$ cat config.mk
export PLATFORM = sky130hd
export DESIGN_NAME = cc_branch_unit
export DESIGN_NICKNAME = d
export VERILOG_FILES = /design/src/rtl/cc_branch_unit.sv
export SDC_FILE = /design/constraint.sdc
export NUM_CORES = 1
export LEC_CHECK = 0
export ABC_AREA = 1
export CORE_MARGIN = 5
export CORE_UTILIZATION = 59
export DETAILED_ROUTE_END_ITERATION = 12
export HOLD_SLACK_MARGIN = 0.03
export PLACE_DENSITY = 0.87
export RECOVER_POWER = 100
export SETUP_SLACK_MARGIN = 0.15
export SYNTH_ARGS = -nofsm -noshare
export SYNTH_HDL_FRONTEND = slang
export SYNTH_SLANG_ARGS = --single-unit
$ cat constraint.sdc
create_clock -name clk -period 4 [get_ports clk]
set_input_delay 0.8 -clock clk [delete_from_list [all_inputs] [get_ports clk]]
set_output_delay 0.8 -clock clk [all_outputs]
set_load 0.01 [all_outputs]
$ cat src/rtl/cc_branch_unit.sv
// Condition-code register, in-flight flag-writer tracking and conditional branch
// resolution for the execute stage; registered taken/target/flush pulse to fetch.
module cc_branch_unit #(
    parameter int unsigned WIDTH  = 32,
    parameter int unsigned PEND_W = 2
) (
    input  logic             clk,
    input  logic             reset,
    input  logic             i_CC_WE,
    input  logic [3:0]       i_CCodes,
    input  logic             i_CC_Issue,
    input  logic             i_Br_Valid,
    output logic             o_Br_Ready,
    input  logic [3:0]       i_Br_Cond,
    input  logic [WIDTH-1:0] i_Br_PC,
    input  logic [WIDTH-1:0] i_Br_Disp,
    output logic             o_Rslt_Valid,
    output logic             o_Taken,
    output logic [WIDTH-1:0] o_Target,
    output logic             o_Flush,
    output logic [3:0]       o_CC,
    output logic             o_CC_Full
);

    typedef enum logic [1:0] {IDLE, WAIT_CC, EVAL} state_t;

    localparam logic [PEND_W-1:0] PEND_MAX = '1;
    localparam logic [PEND_W-1:0] PEND_ONE = PEND_W'(1);

    state_t            state;
    logic [3:0]        cc_reg;
    logic [3:0]        cc_next;
    logic [PEND_W-1:0] pend;
    logic [PEND_W-1:0] pend_next;
    logic [3:0]        cond_q;
    logic [WIDTH-1:0]  pc_q;
    logic [WIDTH-1:0]  disp_q;
    logic [3:0]        eval_cond;
    logic [WIDTH-1:0]  eval_pc;
    logic [WIDTH-1:0]  eval_disp;
    logic              fire;
    logic              taken_next;

    // Flags are {V,C,N,Z} at bits 3..0; bit 3 of cond inverts the sense.
    function automatic logic cond_true(input logic [3:0] cond, input logic [3:0] cc);
        logic z, n, c, v, base;
        z = cc[0];
        n = cc[1];
        c = cc[2];
        v = cc[3];
        case (cond[2:0])
            3'b000:  base = 1'b1;
            3'b001:  base = ~c;
            3'b010:  base = ~v;
            3'b011:  base = z;
            3'b100:  base = ~(n ^ v);
            3'b101:  base = ~(z | (n ^ v));
            3'b110:  base = ~n;
            default: return 1'b0;
        endcase
        return base ^ cond[3];
    endfunction

    always_comb begin
        pend_next = pend;
        if (i_CC_Issue && !i_CC_WE && pend != PEND_MAX)
            pend_next = pend + PEND_ONE;
        else if (i_CC_WE && !i_CC_Issue && pend != '0)
            pend_next = pend - PEND_ONE;
    end

    // Resolving on the same edge as the final flag write must see that write.
    always_comb begin
        cc_next    = i_CC_WE ? i_CCodes : cc_reg;
        eval_cond  = (state == IDLE) ? i_Br_Cond : cond_q;
        eval_pc    = (state == IDLE) ? i_Br_PC   : pc_q;
        eval_disp  = (state == IDLE) ? i_Br_Disp : disp_q;
        fire       = ((state == IDLE) && i_Br_Valid &&
                      ((i_Br_Cond[2:0] == 3'b000) || (pend_next == '0))) ||
                     ((state == WAIT_CC) && (pend_next == '0));
        taken_next = cond_true(eval_cond, cc_next);
    end

    always_ff @(posedge clk or negedge reset) begin
        if (!reset) begin
            state        <= IDLE;
            cc_reg       <= '0;
            pend         <= '0;
            cond_q       <= '0;
            pc_q         <= '0;
            disp_q       <= '0;
            o_Rslt_Valid <= 1'b0;
            o_Taken      <= 1'b0;
            o_Target     <= '0;
            o_Flush      <= 1'b0;
        end else begin
            cc_reg       <= cc_next;
            pend         <= pend_next;
            o_Rslt_Valid <= 1'b0;
            o_Flush      <= 1'b0;
            case (state)
                IDLE: begin
                    if (i_Br_Valid) begin
                        cond_q <= i_Br_Cond;
                        pc_q   <= i_Br_PC;
                        disp_q <= i_Br_Disp;
                        state  <= fire ? EVAL : WAIT_CC;
                    end
                end
                WAIT_CC: if (fire) state <= EVAL;
                EVAL:    state <= IDLE;
                default: state <= IDLE;
            endcase
            if (fire) begin
                o_Rslt_Valid <= 1'b1;
                o_Taken      <= taken_next;
                o_Target     <= eval_pc + eval_disp;
                o_Flush      <= taken_next;
            end
        end
    end

    assign o_Br_Ready = (state == IDLE);
    assign o_CC       = cc_reg;
    assign o_CC_Full  = (pend == PEND_MAX);

endmodule

; After elaboration in Yosys (flattened, before gate mapping)
; Index checks and enable logic that the tools add are counted.
[totals]
ff_bits = 111
inputBits = 77
out_inout_bits = 41
[op_classes]
bitwise = 8
n_reduce_logical = 19
n_mux = 14
n_eq_ne = 11
n_addsub = 3
[ops]
columns = operator, n
row1 = 32-bit two-way mux, 2
row2 = 32-bit adder, 1
row3 = 2-bit two-way mux, 5
row4 = "3-bit == test, second input constant", 3
row5 = 4-bit two-way mux, 2
row6 = 1-bit logical AND, 7
row7 = 1-bit one-hot mux with 7 select lines, 1
row8 = 7-bit OR reduction, 1
row9 = "3-bit by 2-bit == test with 1-bit output, second input constant", 2
row10 = 3-bit zero test, 2
row11 = "2-bit != test, second input constant", 3
row12 = 1-bit inverter, 5
row13 = 2-bit zero test, 2
row14 = 2-bit one-hot mux with 2 select lines, 1
row15 = 2-bit AND reduction, 2
row16 = "3-bit by 1-bit == test with 1-bit output, second input constant", 1
row17 = 1-bit two-way mux, 3
row18 = "2-bit by 1-bit adder with 2-bit output, second input constant", 1
row19 = "2-bit by 1-bit == test with 1-bit output, second input constant", 1
row20 = "2-bit == test, second input constant", 1
row21 = 1-bit zero test, 2
row22 = 1-bit logical OR, 2
row23 = 2-bit nonzero test, 1
row24 = "2-bit by 1-bit subtractor with 2-bit output, second input constant", 1
row25 = 2 further kinds, 3

; Depth between registers and ports, before layout
; Gate-level depths: netlist of the first run.
[depth]
word_depth = 12
mapped_depth = 19
ltp_nobuf = 17

; Worst setup path after synthesis of the first run
; No wires, ideal clock.
[synth_path]
kind = reg-to-reg
start = register state[0]
end = register o_Target[30]
stages_incl_launch_ff = 19
t_required_ps = 3883
t_arrival_ps = 2594
slack_ps = 1289
path_cell_list = dfrtp_1 > inv_1 > nand2_1 > buf_2 > buf_1 > nand2_1 > o21ai_0 > ha_1 > fa_1 > nand3_1 > nand3_1 > nand2_1 > nand2_1 > nand2_1 > nand2_1 > nand2_1 > nand3_1 > nand3_1 > nand2_1
[synth_via]
elab_chain_len = 4
word_cells_on_any_way = 9
cone_classes = add/sub (1) / eq/ne (1) / mux (2) / reduce/logical (5)
[synth_lines]
columns = item, line
row1 = start: declaration, 30  ; state_t state;
row2 = start signal: assignment, 107  ; state <= fire ? EVAL : WAIT_CC;
row3 = branches (longest 4 deep; another with 32-bit adder), n/a
row4 = end signal: assignment, 117  ; o_Target <= eval_pc + eval_disp;
row5 = end: declaration, 19  ; output logic [WIDTH-1:0] o_Target,
; Several ways; the timed one is not identified.
; A chain may end at the register's enable or synchronous reset.

; Final worst setup path of the first run
[layout_path]
start = input i_CC_WE
end = register o_Target[25]
[layout_via]
elab_chain_len = 8
word_cells_on_any_way = 12
cone_classes = mux (2) / reduce/logical (10)
[layout_lines]
columns = item, line
row1 = start: declaration, 9  ; input logic i_CC_WE,
row2 = 1-bit logical AND or 1-bit zero test (tied branches), "68, 66"
row3 = 1-bit logical AND (on tied branches), "68, 66"
row4 = 2-bit two-way mux or 1-bit logical AND (tied branches), "68, 66"
row5 = 2-bit two-way mux *, 66  ; if (i_CC_Issue && !i_CC_WE && pend != PEND_MAX)
row6 = 2-bit zero test *, "79, 80"
row7 = 1-bit logical OR, 79  ; ((i_Br_Cond[2:0] == 3'b000) || (pend_next == '0))) ||
row8 = 1-bit logical AND, 78  ; fire = ((state == IDLE) && i_Br_Valid &&
row9 = 1-bit logical OR *, 79
; Mark *: on every way between the ends. The rest lies on a longest branch, timed or not.

==> results of run 1 <==
-- logic make-up (layout without fill, tap and decap cells) --
kind of cell / after synthesis / count (layout)
XOR/XNOR: 19 / 19
buffers and inverters: 212 / 316
AND/OR/NAND/NOR: 551 / 551
flip-flops: 111 / 111
AO/OA/AOI/OAI: 176 / 176
adder cells (fa/ha/maj): 34 / 34
-- stage by stage --
step                cells  util [%]  area (um^2)  setup slack (ns)  hold slack, ns
finish               1379      71.5         8920             0.563           0.476
global route         1379      71.5         8920             0.256           0.494
CTS                  1379      72.3         9010             0.806           0.485
detailed placement   1364      69.8         8700             0.729           0.468
global placement     1364      69.8         8700             0.812           0.458
floorplan            1103         -         7430              1.29           0.448
-- layer usage --
metal	vias up	track usage (%)
met2	195	44.1
li1	3616	-
met1	3218	31.8
met3	41	3.44
met5	-	0
met4	0	11.3
-- power breakdown --
| part | leakage, uW | internal [uW] | total [uW] | switching [uW] |
|---|---|---|---|---|
| Sequential | 0.00138 | 1650 | 1930 | 273 |
| Clock | 0.000152 | 535 | 940 | 404 |
| Combinational | 0.00335 | 2010 | 5460 | 3450 |
| Total | 0.00487 | 4200 | 8320 | 4130 |
-- state kept, by name, summed over array words and instances, names as in the netlist --
signal and count:
cond_q 4, disp_q 32, o_CC 4, o_Flush 1
o_Rslt_Valid 1, o_Taken 1, o_Target 32, pc_q 32
pend 2, state 2
-- worst max-delay path, cell delays in order --
cell           delay [ns]
dlygate4sd3_1        0.72
clkinvlp_2           0.29
nand3b_1             0.23
nand3_1              0.10
nand2_1              0.13
nand3_1              0.13
nand2_2              0.08
nand2_1              0.08
nand2_1              0.09
clkbuf_1             0.72
nand3_1              0.25
nand2_1              0.11
-- cell type report --
class	count	area, um^2
Clock inverter	2	38.8
Timing Repair Buffer	124	1210
Tap cell	172	215
Inverter	177	666
Multi-Input combinational cell	780	3740
Sequential cell	111	2780
Clock buffer	13	270
Fill cell	1047	3550
-- layout by cell type, fill, tap and decap left out --
cell             instances
ha_1                    33
clkbuf_16                9
clkbuf_1                 2
nand4_1                  8
and3_1                   1
a21oi_1                 21
clkdlybuf4s50_1         74
o21bai_1                 4
nand3_2                  2
nand2_2                  4
clkinv_4                 1
clkinvlp_2               1
nor3_1                   7
clkbuf_4                 1
o21ai_0                140
nand3_1                 48
clkbuf_2                 3
a21o_1                   2
dfrtp_1                111
inv_1                  176
dlygate4sd3_1           42
nand3b_1                 5
clkbuf_8                 3
nand2_1                428
and2_1                   1
xor2_1                   4
bufinv_16                1
buf_4                    3
nand2_4                  1
xnor2_1                 15
o21ai_2                  9
nor2_1                  46
fa_1                     1
-- worst min-delay path by stage --
stage,from,end,slack (ns),depth (start not counted)
after floorplan,cond_q[2],cond_q[2],0.45,2
after global placement,o_Target[1],o_Target[1],0.46,2
after detailed placement,o_Target[24],o_Target[24],0.47,2
after CTS,o_Target[24],o_Target[24],0.48,2
after global routing,o_Target[24],o_Target[24],0.49,2
final,o_Target[25],o_Target[25],0.48,2
==> flow_summary.ini, run 1 <==
[yosys]
synth.most_common_cell = nand2_1
synth_top_family_by_area = simple AND/OR/NAND/NOR gates
synth-compound-area-share_pct = 12.6
synth_fp_nets = 1214
synthArstFlopShare_pct = 100
syn_inst = 1103
synthSimpleGateAreaFrac_pct = 30.3
synth-seq-area-share_pct = 37.4
ys_seq_elements = 111
ys_types = 30
synthAdderAreaFrac_pct = 5.83
synth_edf_count = 0
syn-mean-instance-area_um2 = 6.73
synth_area_leaders = dfrtp_1 37%, nand2_1 21%, o21ai_0 9.4%
syn_area_um2 = 7430
synth_top_area_share_pct = 37.4
synth_top_area_cell = dfrtp_1
synthFlopType = dfrtp_1
synth_xor_area_share_pct = 2.24
muxShareOfSynthArea_pct = 0
ys_warn_count = 0
synthTopCellsByCount = 420 x nand2_1, 175 x inv_1, 139 x o21ai_0, 111 x dfrtp_1, 47 x nand3_1

[worst_setup_path]
crit_path_start = i_CC_WE
crit_end = o_Target[25]
r2r-start = state[1]
cp_max_fo = 19
arrival_ns = 3.73
end_kind = flop
r2r_cells = 14
worst-r2r-setup-slack_ns = 0.82
required_ns = 4.30
crit_type = in -> reg
timing.rr.end = o_Target[25]
startpoint_type = input port

[sta]
setup_viol = 0
post-route-period-util_pct = 85.9
slew_viol_final = 136
tightest_slew_ns = 2.16
slew_headroom_pct = -43.9
rsz0062_at_grt = no
fin_skew_ns = 0.00583
max_freq_mhz = 291
hold_violations = 0
fin_crit_ns = 3.44
fin_setup_tns_ns = 0

[clock_tree]
clock_latency_ns = 0.36
clk_path_buf_depth = 2
cts_resized = 0
cts_setup_buffers = 0
cts_max_level = 3
cts_hold_buffers = 0
path_clk_slew_ns = 0.07
numCtsBuffers = 9
cts_tree = done
cts_root_buf = clkbuf_16
cts_sinks = 111

[drt]
route.met2.wl_um = 8810
vias_per_cell = 5.13
top_layer_used = met4
drtIter0Drc = 461
dr_total_vias = 7070
ant_nets = 0
wl_per_cell_um = 13.0
route.met3.wl_um = 855
route.detailed.drc = 0
drt-met1-wl_um = 7720
dr.pass1.iters = 6
drt_wl_total_um = 18000

[die]
top_level_ports = 118
start_util_pct = 59.6
core_area_um2 = 12500
rows = 41
fp.dieW_um = 122
dieArea_um2 = 14900
fp.dieH_um = 122

[final_layout]
drive_above_1_share_pct = 3.15
n_antenna_cell = 0
nets = 1314
syn_to_final_growth_pct = 20.1

[flow_run]
max_cap_viol_count = 1

[global_routing]
grtUsageTotal_pct = 25.5
grt_pass1_vias = 6785
antenna_found_initial = 0
gr-total-overflow = 0
grt_max_degree = 136
grt_pass1_wl_um = 30500

[placement]
io_buffers = 117
dp_hpwl_um = 13900
gp_congestion = 0.932

[worst_hold_path]
hp-class = reg -> reg

[pwr]
ir_worst_vdd_mv = 0.480
powerDensity_nw_per_um2 = 933
power_uw = 8320
p_leak_uw = 0.00487

[status]
violations = max-capacitance violations, max-slew violations
outcome = finished, violations left
Power figures use the tool's default switching activity.
==> run 2, diff against run 1 <==
Settings changed: CORE_UTILIZATION 59 to 50, PLACE_DENSITY 0.87 to 0.75.
Clock period 4 ns to 3.7 ns, I/O delays scaled along.
==> run 2 against run 1 <==
Against the previous run:
- the run still ends with max-capacitance violations, max-slew violations left
- final area rose by 0.62%
- worst setup slack improved by 0.17 ns
- sequential power grew 8%
- register-to-register slack worse by 0.09 ns
- flip-flop and latch count is the same
- cell count increased by 1.0%
- routed wire length shrank 0.54%
- hold slack worse by 0.00073 ns
- highest routed layer unchanged
==> flow_summary.ini, run 2 (synthesis gave the netlist of run 1 again) <==
[global_routing]
antenna_found_initial = 0
grtUsageTotal_pct = 21.3
grt_pass1_wl_um = 31100
grt_max_degree = 72
gr-total-overflow = 0
grt_pass1_vias = 6558

[die]
dieArea_um2 = 17400
fp.dieH_um = 132
top_level_ports = 118
fp.dieW_um = 132
rows = 44
start_util_pct = 51.1
core_area_um2 = 14500

[sta]
timing.hold.ws_ns = 0.476
max_freq_mhz = 337
fin_skew_ns = 0.00588
fin_crit_ns = 2.97
hold_violations = 0
slew_viol_final = 72
fin_setup_tns_ns = 0
tightest_slew_ns = 1.82
slew_headroom_pct = -21.1
setup_viol = 0
post-route-period-util_pct = 80.1
rsz0062_at_grt = no

[final_layout]
reg_top3 = disp_q (32), o_Target (32), pc_q (32)
most-common-layout-cells = 429 x nand2_1, 176 x inv_1, 142 x o21ai_0, 111 x dfrtp_1, 74 x clkdlybuf4s50_1
layout_commonest_cell = nand2_1
syn_to_final_growth_pct = 20.8
nets = 1315
drive_above_1_share_pct = 3.06
fin_area_um2 = 8970
nFillCells = 1421
n_antenna_cell = 0

[clock_tree]
clock_latency_ns = 0.36
numCtsBuffers = 9
cts_resized = 0
cts_tree = done
cts_setup_buffers = 0
cts_max_level = 3
clk_path_buf_depth = 2
cts_hold_buffers = 0
cts_sinks = 111
path_clk_slew_ns = 0.07
cts_root_buf = clkbuf_16

[worst_setup_path]
crit_path_max_incr_delay_ns = 0.87
required_ns = 3.94
critPathMostFrequentCell = nand2_1
crit_type = reg -> reg
cpMaxStageDelayCell = nand2_1
crit_chain = nor2_1 -> nand2_1 -> inv_1 -> nand2_1 -> nand2_1 -> inv_1 -> buf_12 -> nand2_1 -> o21ai_0
end_kind = flop
cpLargestDelayFamily = simple AND/OR/NAND/NOR gates
cp.buffers_inverters = 3
arrival_ns = 3.20
cp_max_fo = 44
startpoint_type = flop
worst-r2r-setup-slack_ns = 0.73

[flow_run]
max_cap_viol_count = 1

[drt]
dr_total_vias = 6782
dr.pass1.iters = 5
ant_nets = 0
vias_per_cell = 4.87
drt_wl_total_um = 17900
route.detailed.drc = 0
drtIter0Drc = 494
wl_per_cell_um = 12.8

[placement]
place_area_um2 = 8730
io_buffers = 117
gp_congestion = 0.906
dp_hpwl_um = 13800

[pwr]
p_leak_uw = 0.00489
powerDensity_nw_per_um2 = 1010
ir_worst_vdd_mv = 0.418

[status]
violations = max-capacitance violations, max-slew violations
outcome = finished, violations left

[worst_hold_path]
hp-class = reg -> reg
==> run 2: cell count changes in the layout (fill, tap and decap cells not counted), sizes merged <==
cell      before  now
inv          176  178
bufinv         1    2
clkinvlp       1    2
buf            3    4
clkinv         1    2
clkbuf        18   14
==> run 2: worst paths after layout <==
| kind | start | endpoint | depth (start not counted) |
|---|---|---|---|
| max | state[1] | o_Target[4] | 9 |
| min | o_Target[0] | o_Target[0] | 2 |
| max reg2reg | state[1] | o_Target[4] | 9 |
| min reg2reg | o_Target[0] | o_Target[0] | 2 |
| max in group asynchronous | reset | pend[0] | 2 |
| min in group asynchronous | reset | pc_q[5] | 1 |
==> run 2: where the power goes <==
group	total [uW]	internal, uW	switching [uW]
Sequential	2080	1780	291
Clock	1070	603	471
Combinational	5890	2180	3700
Total	9040	4570	4470
==> run 2: area by class of cell <==
class                   count  area (um^2)  area share [%]
clock buffers               9          225            2.51
well taps                 184          230            2.57
clock inverters             7          105            1.17
repair buffers            125         1240            13.8
inverters                 177          666            7.42
flip-flops and latches    111         2780            31.0
multi-input cells         780         3730            41.6
==> run 2: worst min-delay path, stage by stage (launching register included) <==
cell and delay, ns:
dfrtp_1 0.34, nand2_1 0.05, nand2_1 0.05
==> run 2: stage by stage <==
step                      utilization, %  power (uW)  instances  setup slack, ns
after detailed placement            60.1        8130       1377            0.534
after floorplan                        -        6430       1103            0.989
after CTS                           62.3        9250       1393            0.701
final                               61.7        9040       1393            0.735
after global routing                61.7       10000       1393            0.328
after global placement              60.1        8060       1377            0.580
==> run 2: layer usage <==
layer	part of all wire, %	routed length, um	global-route usage (%)	up-vias
li1	-	-	-	3611
met1	46	8170	27.3	3000
met2	48	8550	36.2	150
met3	4.3	770	4.16	21
met4	2.0	363	6.69	0
met5	0	0	0	-
==> run 3, diff against run 2 <==
Settings changed: PLACE_DENSITY 0.75 to 0.78.
Clock period 3.7 ns to 2.4 ns, I/O delays scaled along.
==> run 3 against run 2 <==
Against the previous run:
- global-route usage increased by 2.4 points
- critical path depth grew 7
- first-iteration DRC count is 19% higher
- hold slack got worse by 0.0026 ns
- sequential share of layout area fell by 6.4 points
- the flow finishes with violations (max-capacitance violations, max-slew violations, negative setup slack)
- register-to-register slack worse by 0.84 ns
- clock skew up 0.0025 ns
- cell count up 8.3%
- flip-flop and latch count is the same
- highest routed layer unchanged
- largest cell class unchanged
- count of clock-buffer cells in the layout stayed put
- fmax rose by 18%
==> flow_summary.ini, run 3 (synthesis gave the netlist of run 1 again) <==
[status]
outcome = finished, violations left
violations = max-capacitance violations, max-slew violations, negative setup slack

[die]
top_level_ports = 118
rows = 44
fp.dieW_um = 132
dieArea_um2 = 17400
fp.dieH_um = 132
start_util_pct = 51.1
core_area_um2 = 14500

[placement]
gp_congestion = 0.925
io_buffers = 117
place_area_um2 = 9390
dp_hpwl_um = 15100
dp.cells = 1451

[sta]
timing.hold.ws_ns = 0.473
fin_skew_ns = 0.00834
fin_ws_ns = -0.108
slew_viol_final = 29
tightest_slew_ns = 1.69
fin_crit_ns = 2.51
setup_viol = 14
post-route-period-util_pct = 104
fin_setup_tns_ns = -0.749
max_freq_mhz = 399
rsz0062_at_grt = yes
hold_violations = 0
slew_headroom_pct = -12.6

[final_layout]
nFillCells = 997
layout_commonest_cell = nand2_1
most-common-layout-cells = 335 x nand2_1, 156 x inv_1, 111 x dfrtp_1, 91 x o21ai_0, 78 x buf_4
drive_above_1_share_pct = 28.5
n_antenna_cell = 0
syn_to_final_growth_pct = 52.0
layout.cells.non_filler = 1509
nets = 1431
fin_area_um2 = 11300
reg_top3 = disp_q (32), o_Target (32), pc_q (32)

[worst_setup_path]
cpLargestDelayFamily = simple AND/OR/NAND/NOR gates
cp_max_fo = 7
cpMaxStageDelayCell = dfrtp_1
crit_path_max_incr_delay_ns = 0.41
arrival_ns = 2.77
end_kind = flop
cp.buffers_inverters = 2
crit_type = reg -> reg
critPathMostFrequentCell = nand2_4
startpoint_type = flop
required_ns = 2.66
crit_chain = clkinv_4 -> nand2_8 -> clkbuf_16 -> o21ai_4 -> ha_4 -> fa_2 -> nand3_2 -> nand3_4 -> nand2_4 -> nand2_4 -> nand2_4 -> nand2_4 -> nand2_2 -> nand3_1 -> nand3_1 -> nand2_1

[clock_tree]
cts_sinks = 111
cts_hold_buffers = 0
numCtsBuffers = 9
clock_latency_ns = 0.37
path_clk_slew_ns = 0.07
cts_tree = done
clk_path_buf_depth = 2
cts_max_level = 3
cts_root_buf = clkbuf_16

[global_routing]
antenna_found_initial = 0
grt_pass1_wl_um = 34500
grt_pass1_vias = 7440
gr-total-overflow = 0
grt_max_degree = 136
grtUsageTotal_pct = 23.7

[flow_run]
max_cap_viol_count = 1

[drt]
dr.pass1.iters = 5
wl_per_cell_um = 16.2
drtIter0Drc = 586
drt_wl_total_um = 24400
route.detailed.drc = 0
ant_nets = 0
vias_per_cell = 5.29
dr_total_vias = 7989

[worst_hold_path]
hp-class = reg -> reg
## run 3: cell types whose count changed in the layout (fill, tap and decap cells not counted), moves of 21 or more
cell | before | now
o21ai_0 | 142 | 91
nor2_1 | 46 | 24
nand2_1 | 429 | 335
o21ai_2 | 7 | 28
buf_4 | 2 | 78
o21ai_1 | 0 | 27
nand2_2 | 3 | 72
buf_6 | 0 | 21
nand2_4 | 1 | 25
## run 3: final cells by class
cell class | count | area (um^2) | share of cell area [%]
clock buffer | 9 | 225 | 2.00
clock inverter | 7 | 71.3 | 0.632
inverter | 177 | 684 | 6.06
multi-input combinational | 782 | 4890 | 43.3
sequential | 111 | 2780 | 24.6
tap | 184 | 230 | 2.04
timing repair buffer | 239 | 2410 | 21.3
## run 3: layer usage
metal,global-route usage [%],vias up,wire length [um]
li1,-,3873,-
met1,28.3,3724,9490
met2,41.0,298,12300
met3,4.66,94,1350
met4,11.0,0,1280
met5,0,-,0
## run 3: through the flow
| step | setup slack [ns] | utilization (%) |
|---|---|---|
| after CTS | -0.000633 | 70.3 |
| after floorplan | 0.0654 | - |
| after detailed placement | -0.269 | 64.6 |
| final | -0.108 | 77.7 |
| after global routing | -0.221 | 77.7 |
| after global placement | -0.267 | 64.6 |
## run 3: what timing repair did
action / CTS / global route
buffers inserted: 11 / 17
gates cloned: 3 / 11
endpoints found under the setup margin: 26 / 28
gates resized for setup: 133 / 202
pin swaps: 20 / 83
## run 3: path summary, 6_finish.rpt
kind | startpoint | endpoint | slack [ns] | cells past startpoint
setup / recovery | state[1] | o_Target[30] | -0.11 | 16
hold / removal | o_Target[1] | o_Target[1] | 0.47 | 2
setup reg to reg | state[1] | o_Target[30] | -0.11 | 16
hold reg to reg | o_Target[1] | o_Target[1] | 0.47 | 2
max in group asynchronous | reset | o_Target[31] | 0.32 | 2
min in group asynchronous | reset | pc_q[11] | 0.54 | 1
## run 3: worst reg2reg max path: stages (launching register included)
cell,delay [ns]
dfrtp_1,0.41
clkinv_4,0.15
nand2_8,0.16
clkbuf_16,0.17
o21ai_4,0.07
ha_4,0.17
fa_2,0.38
nand3_2,0.10
nand3_4,0.14
nand2_4,0.11
nand2_4,0.07
nand2_4,0.07
nand2_4,0.07
nand2_2,0.08
nand3_1,0.10
nand3_1,0.10
nand2_1,0.05
Power of run 3 is left out: the tool's default activity adds up to more than one toggle a clock period on the data nets, which glitch-free logic cannot reach.
